**config.mk**
```make
export PLATFORM = sky130hd
export DESIGN_NAME = adc_rate_ctrl
export DESIGN_NICKNAME = d
export VERILOG_FILES = /design/src/rtl/adc_rate_pkg.sv /design/src/rtl/adc_period_timer.sv /design/src/rtl/adc_rate_ctrl.sv
export SDC_FILE = /design/constraint.sdc
export NUM_CORES = 1
export LEC_CHECK = 0
export ABC_AREA = 0
export BUFFER_PORTS_ARGS = -buffer_cell sky130_fd_sc_hd__buf_2
export CORE_MARGIN = 4
export CORE_UTILIZATION = 54
export CTS_CLUSTER_DIAMETER = 150
export DETAILED_ROUTE_END_ITERATION = 8
export PLACE_DENSITY = 0.75
export SLEW_MARGIN = 0
export SYNTH_ARGS = -nofsm -noshare
export SYNTH_HDL_FRONTEND = slang
export SYNTH_SLANG_ARGS = --single-unit
```
**constraint.sdc**
```tcl
create_clock -name clk_10m -period 7.3 [get_ports clk_10m]
set_input_delay 0.73 -clock clk_10m [delete_from_list [all_inputs] [get_ports clk_10m]]
set_output_delay 0.73 -clock clk_10m [all_outputs]
set_load 0.005 [all_outputs]
```
**src/rtl/adc_rate_pkg.sv**
```systemverilog
// ---------------------------------------------------------------------------
// adc_rate_pkg
// Shared definitions for the SPI ADC sample-rate scheduler.
//   CNT_W       : width of the period counter and of every period value
//   BURST_W     : width of the burst length and completed-sample counter
//   MIN_DIV     : shortest period the scheduler will run; shorter requests
//                 are raised to this value
//   DEFAULT_DIV : period in force after reset (10 kHz at 10 MHz)
//   state_e     : scheduler FSM states
//   clamp_div   : raises a requested period to MIN_DIV (unsigned compare)
//   sat_inc     : saturating increment for burst-width counters
// ---------------------------------------------------------------------------
package adc_rate_pkg;

  localparam int CNT_W   = 32;
  localparam int BURST_W = 16;

  localparam logic [CNT_W-1:0] MIN_DIV     = CNT_W'(16);
  localparam logic [CNT_W-1:0] DEFAULT_DIV = CNT_W'(1000);

  typedef enum logic [1:0] {
    IDLE  = 2'd0,
    RUN   = 2'd1,
    DRAIN = 2'd2
  } state_e;

  // Full-width unsigned compare so that huge requests are never mistaken
  // for small ones.
  function automatic logic [CNT_W-1:0] clamp_div(input logic [CNT_W-1:0] div);
    return (div < MIN_DIV) ? MIN_DIV : div;
  endfunction

  // Counters built with this stop at all-ones instead of wrapping to zero.
  function automatic logic [BURST_W-1:0] sat_inc(input logic [BURST_W-1:0] v);
    return (v == '1) ? v : v + BURST_W'(1);
  endfunction

endpackage

```
**src/rtl/adc_period_timer.sv**
```systemverilog
// ---------------------------------------------------------------------------
// adc_period_timer
// Period counter plus the active/pending period registers for adc_rate_ctrl.
// While the scheduler is idle the counter is held at zero and an accepted
// period request takes effect on the next edge. While a run is in progress a
// request is parked as pending (cfg_ready drops) and only swapped in at the
// end of a period, so a period is never cut short or stretched mid-way.
//
// Ports:
//   clk_10m      : 10 MHz clock
//   rst          : synchronous active-high reset
//   run_i        : high while the scheduler is in RUN or DRAIN
//   cfg_valid_i  : new period request
//   cfg_div_i    : requested period in clock cycles
//   tick_o       : high on the last cycle of a period (cnt == active_div-1)
//   active_div_o : period currently in force
//   cfg_ready_o  : request accepted when cfg_valid_i && cfg_ready_o
// ---------------------------------------------------------------------------
module adc_period_timer
  import adc_rate_pkg::*;
(
  input  logic             clk_10m,
  input  logic             rst,
  input  logic             run_i,
  input  logic             cfg_valid_i,
  input  logic [CNT_W-1:0] cfg_div_i,
  output logic             tick_o,
  output logic [CNT_W-1:0] active_div_o,
  output logic             cfg_ready_o
);

  logic [CNT_W-1:0] cnt_q;
  logic [CNT_W-1:0] active_div_q;
  logic [CNT_W-1:0] pending_div_q;
  logic             pending_q;
  logic             cfg_ready_q;

  logic             accept;
  logic             at_end;
  logic [CNT_W-1:0] req_div;

  // Handshake, clamp and end-of-period decode. active_div never drops below
  // MIN_DIV, so the subtraction cannot underflow.
  assign accept  = cfg_valid_i && cfg_ready_q;
  assign req_div = clamp_div(cfg_div_i);
  assign at_end  = (cnt_q == (active_div_q - CNT_W'(1)));
  assign tick_o  = run_i && at_end;

  // Counter and period registers. When idle the counter sits at zero so a
  // new run always begins with a full period. A pending value is applied
  // only at a tick seen after the acceptance edge (pending_q is not yet set
  // on the acceptance cycle itself), and the wrap to zero on that tick
  // starts the first period at the new length. A value still pending when
  // the run ends is applied straight away so the handshake never stalls.
  always_ff @(posedge clk_10m) begin
    if (rst) begin
      cnt_q         <= '0;
      active_div_q  <= DEFAULT_DIV;
      pending_div_q <= DEFAULT_DIV;
      pending_q     <= 1'b0;
      cfg_ready_q   <= 1'b1;
    end else if (!run_i) begin
      cnt_q <= '0;
      if (pending_q) begin
        active_div_q <= pending_div_q;
        pending_q    <= 1'b0;
        cfg_ready_q  <= 1'b1;
      end else if (accept) begin
        active_div_q <= req_div;
      end
    end else begin
      cnt_q <= at_end ? '0 : cnt_q + CNT_W'(1);
      if (pending_q && at_end) begin
        active_div_q <= pending_div_q;
        pending_q    <= 1'b0;
        cfg_ready_q  <= 1'b1;
      end else if (accept) begin
        pending_div_q <= req_div;
        pending_q     <= 1'b1;
        cfg_ready_q   <= 1'b0;
      end
    end
  end

  assign active_div_o = active_div_q;
  assign cfg_ready_o  = cfg_ready_q;

endmodule

```
**src/rtl/adc_rate_ctrl.sv**
```systemverilog
// ---------------------------------------------------------------------------
// adc_rate_ctrl
// Sample-rate scheduler for the SPI ADC acquisition path (clk_10m domain).
// Issues one conv_start per period, tracks the single outstanding conversion
// through adc_done, flags overruns when a period elapses before the reader
// finishes, and supports finite bursts or continuous acquisition.
//
// Ports:
//   clk_10m    : 10 MHz clock
//   rst        : synchronous active-high reset, aborts any run
//   start      : pulse, begin acquisition (ignored together with stop)
//   stop       : pulse, finish after the outstanding conversion
//   burst_len  : conversions per run, 0 = continuous; latched on start
//   cfg_valid  : new period request
//   cfg_div    : requested period in cycles (raised to MIN_DIV if smaller)
//   cfg_ready  : request accepted when cfg_valid && cfg_ready
//   conv_start : 1-cycle pulse to the SPI ADC reader
//   adc_done   : 1-cycle pulse when the reader finishes a conversion
//   busy       : high whenever the scheduler is not idle
//   active_div : period currently in force
//   sample_cnt : completed conversions this run (saturating)
//   overrun    : sticky, a period elapsed with a conversion outstanding
//   ovr_clr    : clears overrun (a same-cycle set wins)
//   done       : 1-cycle pulse on return to IDLE from RUN/DRAIN
// ---------------------------------------------------------------------------
module adc_rate_ctrl
  import adc_rate_pkg::*;
(
  input  logic               clk_10m,
  input  logic               rst,
  input  logic               start,
  input  logic               stop,
  input  logic [BURST_W-1:0] burst_len,
  input  logic               cfg_valid,
  input  logic [CNT_W-1:0]   cfg_div,
  output logic               cfg_ready,
  output logic               conv_start,
  input  logic               adc_done,
  output logic               busy,
  output logic [CNT_W-1:0]   active_div,
  output logic [BURST_W-1:0] sample_cnt,
  output logic               overrun,
  input  logic               ovr_clr,
  output logic               done
);

  state_e             state_q;
  logic [BURST_W-1:0] burst_len_q;
  logic [BURST_W-1:0] issued_q;
  logic [BURST_W-1:0] sample_cnt_q;
  logic               outstanding_q;
  logic               conv_start_q;
  logic               busy_q;
  logic               overrun_q;
  logic               done_q;

  logic               tick;
  logic               done_ack_d;
  logic [BURST_W-1:0] issued_d;
  logic [BURST_W-1:0] sample_cnt_d;

  // The timer runs whenever the scheduler is busy; busy_q tracks state_q
  // exactly, so it doubles as the run enable.
  adc_period_timer u_timer (
    .clk_10m      (clk_10m),
    .rst          (rst),
    .run_i        (busy_q),
    .cfg_valid_i  (cfg_valid),
    .cfg_div_i    (cfg_div),
    .tick_o       (tick),
    .active_div_o (active_div),
    .cfg_ready_o  (cfg_ready)
  );

  // An adc_done only counts when a conversion is actually outstanding;
  // stray pulses are dropped here.
  assign done_ack_d   = adc_done && outstanding_q;
  assign issued_d     = sat_inc(issued_q);
  assign sample_cnt_d = sat_inc(sample_cnt_q);

  // Scheduler FSM with registered outputs. The conv_start register is set
  // on the edge that begins a period, so the strobe lines up with cnt == 0.
  // On a period boundary the adc_done of the same cycle is honoured first,
  // which lets a conversion that finishes just in time avoid an overrun.
  // An overrun skips that period's conversion rather than queueing it.
  // The conversion that completes a burst moves the FSM to DRAIN on the
  // same edge; DRAIN waits for the last adc_done and then emits done.
  always_ff @(posedge clk_10m) begin
    if (rst) begin
      state_q       <= IDLE;
      burst_len_q   <= '0;
      issued_q      <= '0;
      sample_cnt_q  <= '0;
      outstanding_q <= 1'b0;
      conv_start_q  <= 1'b0;
      busy_q        <= 1'b0;
      overrun_q     <= 1'b0;
      done_q        <= 1'b0;
    end else begin
      conv_start_q <= 1'b0;
      done_q       <= 1'b0;
      if (ovr_clr) begin
        overrun_q <= 1'b0;
      end
      case (state_q)
        IDLE: begin
          if (start && !stop) begin
            burst_len_q   <= burst_len;
            sample_cnt_q  <= '0;
            issued_q      <= BURST_W'(1);
            conv_start_q  <= 1'b1;
            outstanding_q <= 1'b1;
            busy_q        <= 1'b1;
            state_q       <= (burst_len == BURST_W'(1)) ? DRAIN : RUN;
          end
        end
        RUN: begin
          if (done_ack_d) begin
            outstanding_q <= 1'b0;
            sample_cnt_q  <= sample_cnt_d;
          end
          if (stop) begin
            state_q <= DRAIN;
          end else if (tick) begin
            if (outstanding_q && !done_ack_d) begin
              overrun_q <= 1'b1;
            end else begin
              conv_start_q  <= 1'b1;
              outstanding_q <= 1'b1;
              issued_q      <= issued_d;
              if ((burst_len_q != '0) && (issued_d == burst_len_q)) begin
                state_q <= DRAIN;
              end
            end
          end
        end
        DRAIN: begin
          if (!outstanding_q || done_ack_d) begin
            if (done_ack_d) begin
              sample_cnt_q <= sample_cnt_d;
            end
            outstanding_q <= 1'b0;
            busy_q        <= 1'b0;
            done_q        <= 1'b1;
            state_q       <= IDLE;
          end
        end
        default: begin
          outstanding_q <= 1'b0;
          busy_q        <= 1'b0;
          state_q       <= IDLE;
        end
      endcase
    end
  end

  assign conv_start = conv_start_q;
  assign busy       = busy_q;
  assign sample_cnt = sample_cnt_q;
  assign overrun    = overrun_q;
  assign done       = done_q;

endmodule
```
==> results.py, run 1 <==
metrics = {
    "placement": {
        "pre_cts_slack_ns": 2.87,
        "place_area_um2": 9190,
        "port_buffers": 107,
        "dp_cells": 1306,
        "place_congestion": 0.958,
        "place_hpwl_um": 16100,
    },
    "synth": {
        "seq_area_frac_synth_pct": 35.7,
        "synth-edff-count": 0,
        "synthArstFlopShare_pct": 0,
        "yosys_warnings": 0,
        "muxShareOfSynthArea_pct": 5.01,
        "synth_nets": 1117,
        "ys_ff_latch": 153,
        "synthSimpleGateAreaFrac_pct": 24.8,
        "postSynthCellCount": 1054,
        "synth.distinct_cells": 70,
        "synthAdderAreaFrac_pct": 1.17,
        "synth-compound-area-share_pct": 18.8,
        "synth_top_family_by_area": "simple AND/OR/NAND/NOR gates",
        "syn_area_um2": 8580,
        "syn_area_per_cell_um2": 8.14,
        "synth_flop_cell": "dfxtp_1",
        "synth_xor_area_share_pct": 10.4,
    },
    "sta": {
        "rsz0062_at_grt": "false",
        "fin_crit_sh_pct": 62.2,
        "setup_violations": 0,
        "worst_slack_ns": 2.76,
        "tns_ns": 0,
        "clock_skew_ns": 0.0112,
        "slew_viol_final": 0,
        "fmax_ghz": 0.220,
        "worst_pin_slew_ns": 1.15,
        "fin_crit_ns": 4.54,
        "finalHoldViolCount": 0,
        "relSlewSlack_pct": 23.1,
    },
    "die": {
        "start_util_pct": 55.8,
        "die_width_um": 134,
        "io_pins": 108,
        "core_area_um2": 15400,
        "num_rows": 45,
        "chipHeight_um": 134,
        "dieArea_um2": 18000,
    },
    "grt": {
        "grt_pass1_vias": 7349,
        "grt-ovfl-total": 0,
        "grt.met1_usage_pct": 36.8,
        "grt_util_met2_pct": 37.7,
        "grt_max_degree": 104,
        "track_usage_pct": 25.4,
        "grt_pass1_wl_um": 37800,
        "antenna_found_initial": 0,
        "grt-busiest-layer": "met2",
        "grt.met3_usage_pct": 5.29,
    },
    "worst_setup_path": {
        "crit_cells": 10,
        "worstPathRequired_ns": 7.63,
        "cpPeakStageDelay_ns": 0.70,
        "path_class": "reg2reg",
        "crit_arrival_ns": 4.87,
        "slowest_stage": "or4_1",
        "path_cells": "or4_1 -> or4_4 -> nor3_1 -> mux2_2 -> a211oi_1 -> o2111a_2 -> a21oi_2 -> buf_4 -> or2_1 -> o31ai_1",
        "crit_buf_inv": 1,
        "cp-end-kind": "register",
        "start_kind": "register",
        "reg2reg_depth": 10,
        "critPathTopFamily": "simple AND/OR/NAND/NOR gates",
        "crit_fanout": 35,
    },
    "cts": {
        "cts_resized": 0,
        "post-cts-setup-buffer-count": 0,
        "holdBufCountCts": 0,
        "cts_tree": "built",
        "cts.htree.levels": 4,
        "path_clk_slew_ns": 0.06,
        "root_buffer": "clkbuf_16",
        "clkLatencyLatePin_ns": 0.43,
        "cts_buffers": 17,
        "max-clock-path-buffers": 2,
        "numClockSinks": 153,
    },
    "drt": {
        "wl_per_cell_um": 17.2,
        "firstDrtPassIters": 5,
        "wl_um": 23000,
        "viasPerCell": 6.13,
        "vias": 8199,
        "drc": 0,
        "drtIter0Drc": 907,
        "drtAntennaViolNets": 0,
    },
    "finish": {
        "fill_cells": 1355,
        "diodes": 0,
        "nNetsFinal": 1177,
        "stdcell_count": 1337,
        "fin_area_um2": 9800,
        "areaGrowthSynthToFinish_pct": 14.2,
        "drive_above_1_share_pct": 15.8,
    },
    "outcome": {
        "outcome": "completed",
    },
    "min_path": {
        "holdPathStages": 2,
        "hp-class": "reg2reg",
    },
    "power": {
        "power.density_nw_per_um2": 302,
        "peakVddDrop_uv": 292,
        "p_leak_nw": 3.59,
    },
    "job": {
        "cap_violations": 0,
    },
}
flip-flops by register name (all words and copies together), names as in the netlist, 2 cells and up:
register               cells
burst_len_q               16
sample_cnt                16
u_timer.cnt_q             32
state_q                    2
u_timer.pending_div_q     32
issued_q                  16
u_timer.active_div_o      32
power by group:
group          switching, W  internal (W)  total (W)  leakage [nW]
Clock              0.000364      0.000559   0.000923         0.294
Combinational      0.000584      0.000374   0.000958          2.06
Sequential         0.000142      0.000936    0.00108          1.24
Total               0.00109       0.00187    0.00296          3.59
cells by family (layout without fill, tap and decap cells):
logic type,count (synthesis),after routing
adder cells (fa/ha/maj),8,8
buffers and inverters,91,163
AO/OA/AOI/OAI,250,250
flip-flops,153,153
multiplexers,42,42
XOR/XNOR,100,100
AND/OR/NAND/NOR,410,410
Yosys cell counts, types with 4 or more instances:
| master | count | area share [%] |
|---|---|---|
| a211oi_1 | 12 | 1.0 |
| xnor2_1 | 44 | 4.5 |
| mux2_2 | 7 | 0.92 |
| inv_1 | 13 | 0.57 |
| nor4b_1 | 4 | 0.41 |
| clkbuf_1 | 68 | 3.0 |
| dfxtp_1 | 153 | 36 |
| o31ai_1 | 26 | 2.3 |
| buf_2 | 5 | 0.29 |
| ha_1 | 8 | 1.2 |
| and3_1 | 15 | 1.1 |
| mux2i_1 | 34 | 4.0 |
| a21oi_1 | 81 | 4.7 |
| and4_1 | 10 | 1.0 |
| nand3_1 | 74 | 4.3 |
| or3_1 | 11 | 0.80 |
| nor4_1 | 33 | 2.4 |
| xor2_1 | 55 | 5.6 |
| nand2_1 | 85 | 3.7 |
| o211ai_1 | 25 | 2.2 |
| nand2b_1 | 4 | 0.29 |
| o31ai_2 | 4 | 0.58 |
| o21ai_0 | 53 | 3.1 |
| nor2b_1 | 8 | 0.58 |
| or4_1 | 12 | 1.0 |
| a31oi_1 | 15 | 1.1 |
| nor3_1 | 15 | 0.87 |
| a211o_1 | 4 | 0.41 |
| nor2_1 | 83 | 3.6 |
| nand4_1 | 36 | 2.6 |
| and2_1 | 4 | 0.29 |
layout by cell type (no fill, tap or decap), types with 4 or more instances in the layout:
master and n:
and3_1 15, a211oi_1 12, or4_1 12, nor3_1 15, nand3_1 74, nand2_1 85
nor2_1 81, and4_1 10, inv_1 13, o211ai_1 25, and2_1 4, buf_2 106
xnor2_1 44, buf_4 12, mux2i_1 34, nor4b_1 4, ha_1 8, a21oi_1 81
xor2_1 55, mux2_2 7, o31ai_1 25, o21ai_0 53, a31oi_1 14, a211o_1 4
or3_1 11, o31ai_2 5, nand4_1 36, clkbuf_16 17, nor2b_1 8, nand2b_1 4
dfxtp_1 153, nor4_1 33
worst paths after layout:
| path | start | to | slack [ns] |
|---|---|---|---|
| worst max-delay path | u_timer.active_div_o[3]$_SDFFE_PP1P_ | u_timer.active_div_o[17]$_SDFFE_PP0P_ | 2.76 |
| worst min-delay path | u_timer.pending_div_q[4]$_SDFFE_PP0P_ | u_timer.pending_div_q[4]$_SDFFE_PP0P_ | 0.47 |
| worst max register to register | u_timer.active_div_o[3]$_SDFFE_PP1P_ | u_timer.active_div_o[17]$_SDFFE_PP0P_ | 2.76 |
| worst min register to register | u_timer.pending_div_q[4]$_SDFFE_PP0P_ | u_timer.pending_div_q[4]$_SDFFE_PP0P_ | 0.47 |
cell type report:
class                      count  area [um^2]  share of cell area [%]
clock buffer                  19          453                    4.62
clock inverter                12          164                    1.67
inverter                      14         52.6                   0.536
multi-input combinational    810         5190                    52.9
sequential                   153         3060                    31.2
tap                          211          264                    2.69
timing repair buffer         118          621                    6.33
layer usage:
| metal | vias to the layer above | part of all wire [%] |
|---|---|---|
| met1 | 3825 | 46 |
| met2 | 334 | 44 |
| met4 | 0 | 1.9 |
| li1 | 3999 | - |
| met3 | 41 | 7.6 |
| met5 | - | 0 |
stage by stage:
stage | util, % | hold WS (ns) | power [W]
after global placement | 59.8 | 0.454 | 0.00202
after global routing | 63.8 | 0.491 | 0.00311
after CTS | 63.8 | 0.476 | 0.00295
final | 63.8 | 0.474 | 0.00296
after floorplan | - | 0.453 | 0.00175
after detailed placement | 59.8 | 0.467 | 0.00203
tightest hold or removal path: cells and delay by family, from the launching register on:
| kind | cells | cell delay, ns |
|---|---|---|
| flops | 1 | 0.31 |
| compound gates | 2 | 0.12 |
(Power assumes the default switching activity.)
==> run 2: changes to the inputs <==
- clock period: 7.3 -> 4.3 ns (I/O delays scaled with it)
==> run 2 against run 1 <==
- global-route usage up 0.12 points
- die area unchanged
- flip-flop and latch count unchanged
- register-to-register slack worse by 2.5 ns
- cell count up 0.67%
- largest power group unchanged
==> results.py, run 2 (synthesis results as in run 1) <==
metrics = {
    "worst_setup_path": {
        "crit_arrival_ns": 4.33,
        "timing.rr.end": "u_timer.active_div_o[4]$_SDFFE_PP0P_",
        "cp-end-kind": "register",
        "crit_fanout": 29,
        "worstPathRequired_ns": 4.63,
        "timing.rr.start": "u_timer.active_div_o[0]$_SDFFE_PP0P_",
        "path_class": "reg2reg",
        "reg2reg_slack_ns": 0.30,
        "start_kind": "register",
        "reg2reg_depth": 9,
    },
    "min_path": {
        "min_to": "burst_len_q[12]$_SDFFE_PP0P_",
        "hold_start": "burst_len[12]",
        "holdPathStages": 3,
        "hp-class": "in2reg",
    },
    "grt": {
        "grt_pass1_vias": 7223,
        "antenna_found_initial": 0,
        "grt_max_degree": 84,
        "grt_pass1_wl_um": 37900,
        "track_usage_pct": 25.5,
        "grt-ovfl-total": 0,
    },
    "sta": {
        "finalHoldViolCount": 0,
        "fin_crit_sh_pct": 93.1,
        "setup_violations": 0,
        "fmax_ghz": 0.250,
        "clock_skew_ns": 0.0120,
        "slew_viol_final": 0,
        "relSlewSlack_pct": 20.1,
        "worst_pin_slew_ns": 1.20,
        "tns_ns": 0,
        "rsz0062_at_grt": "false",
        "fin_crit_ns": 4.00,
    },
    "die": {
        "core_area_um2": 15400,
        "io_pins": 108,
        "num_rows": 45,
        "dieArea_um2": 18000,
        "chipHeight_um": 134,
        "start_util_pct": 55.8,
        "die_width_um": 134,
    },
    "power": {
        "peakVddDrop_uv": 494,
        "p_leak_nw": 3.63,
        "power.density_nw_per_um2": 509,
    },
    "cts": {
        "cts_buffers": 17,
        "cts_tree": "built",
        "root_buffer": "clkbuf_16",
        "clkLatencyLatePin_ns": 0.43,
        "numClockSinks": 153,
        "max-clock-path-buffers": 2,
        "path_clk_slew_ns": 0.07,
        "cts.htree.levels": 4,
        "holdBufCountCts": 0,
    },
    "placement": {
        "port_buffers": 107,
        "place_congestion": 0.921,
        "dp_cells": 1314,
        "place_hpwl_um": 16500,
    },
    "drt": {
        "viasPerCell": 6.10,
        "drtIter0Drc": 943,
        "firstDrtPassIters": 6,
        "vias": 8215,
        "drtAntennaViolNets": 0,
        "wl_um": 23300,
        "drc": 0,
        "wl_per_cell_um": 17.3,
    },
    "finish": {
        "areaGrowthSynthToFinish_pct": 14.7,
        "final_cell_mix": "153 x dfxtp_1, 106 x buf_2, 85 x nand2_1",
        "drive_above_1_share_pct": 16.5,
        "nNetsFinal": 1185,
        "fill_cells": 1362,
        "multi_input_comb_area_um2": 5190,
        "layout.area.seq_um2": 3060,
        "diodes": 0,
        "mostFrequentLayoutCell": "dfxtp_1",
        "stdcell_count": 1346,
    },
    "job": {
        "cap_violations": 0,
    },
    "outcome": {
        "outcome": "completed",
    },
}
-- run 2: cell count changes in the layout (fill, tap and decap cells not counted), sizes merged --
cell      change
bufinv        -1
inv           +2
clkinv        +1
clkinvlp      -1
buf           +8
-- run 2: critical path, cell delays in order, from the launching register on --
cell      delay (ns)
dfxtp_1         0.36
or4_1           0.69
or3_1           0.46
xnor2_1         0.14
or4b_1          0.52
nor4_1          0.28
o2111a_2        0.47
a21oi_2         0.10
or2_2           0.56
o31ai_1         0.32
-- run 2: area by class of cell --
cell class / count / share of cell area (%)
Inverter: 14 / 0.534
Clock buffer: 19 / 4.50
Multi-Input combinational cell: 810 / 52.7
Timing Repair Buffer: 126 / 6.91
Tap cell: 211 / 2.68
Clock inverter: 13 / 1.61
Sequential cell: 153 / 31.1
-- run 2: what timing repair did --
item / in CTS / in global routing
endpoints found under the setup margin: 0 / 24
resized for setup: 0 / 1
setup buffers: 0 / 0
-- run 2: power breakdown --
part | switching, W | internal [W]
Sequential | 0.000222 | 0.00159
Clock | 0.000640 | 0.000888
Combinational | 0.00101 | 0.000658
-- run 2: through the flow --
step	setup WS [ns]	area [um^2]	utilization (%)	hold WS, ns	total power, W
after CTS	0.122	9850	64.1	0.232	0.00501
after detailed placement	0.128	9250	60.2	0.467	0.00348
after global routing	0.0765	9850	64.1	0.242	0.00528
after floorplan	0.781	8580	-	0.453	0.00297
final	0.296	9850	64.1	0.247	0.00501
after global placement	0.213	9250	60.2	0.460	0.00346
-- run 2: worst max-delay path by stage --
stage	depth (start not counted)	end	startpoint	slack [ns]
2_1_floorplan	12	u_timer.active_div_o[28]$_SDFFE_PP0P_	u_timer.active_div_o[3]$_SDFFE_PP1P_	0.78
3_3_place_gp	9	u_timer.active_div_o[12]$_SDFFE_PP0P_	u_timer.active_div_o[0]$_SDFFE_PP0P_	0.21
3_5_place_dp	9	u_timer.active_div_o[4]$_SDFFE_PP0P_	u_timer.active_div_o[0]$_SDFFE_PP0P_	0.13
4_1_cts	9	u_timer.active_div_o[4]$_SDFFE_PP0P_	u_timer.active_div_o[0]$_SDFFE_PP0P_	0.12
5_1_grt	9	u_timer.active_div_o[4]$_SDFFE_PP0P_	u_timer.active_div_o[0]$_SDFFE_PP0P_	0.08
6_report	9	u_timer.active_div_o[4]$_SDFFE_PP0P_	u_timer.active_div_o[0]$_SDFFE_PP0P_	0.30
-- run 2: layer usage --
| layer | vias to the layer above | global-route usage, % | wire length [um] | part of all wire (%) |
|---|---|---|---|---|
| met3 | 28 | 5.63 | 1700 | 7.3 |
| li1 | 4027 | - | - | - |
| met1 | 3864 | 38.1 | 11200 | 48 |
| met2 | 296 | 37.1 | 10100 | 43 |
| met5 | - | 0 | 0 | 0 |
| met4 | 0 | 7.07 | 379 | 1.6 |
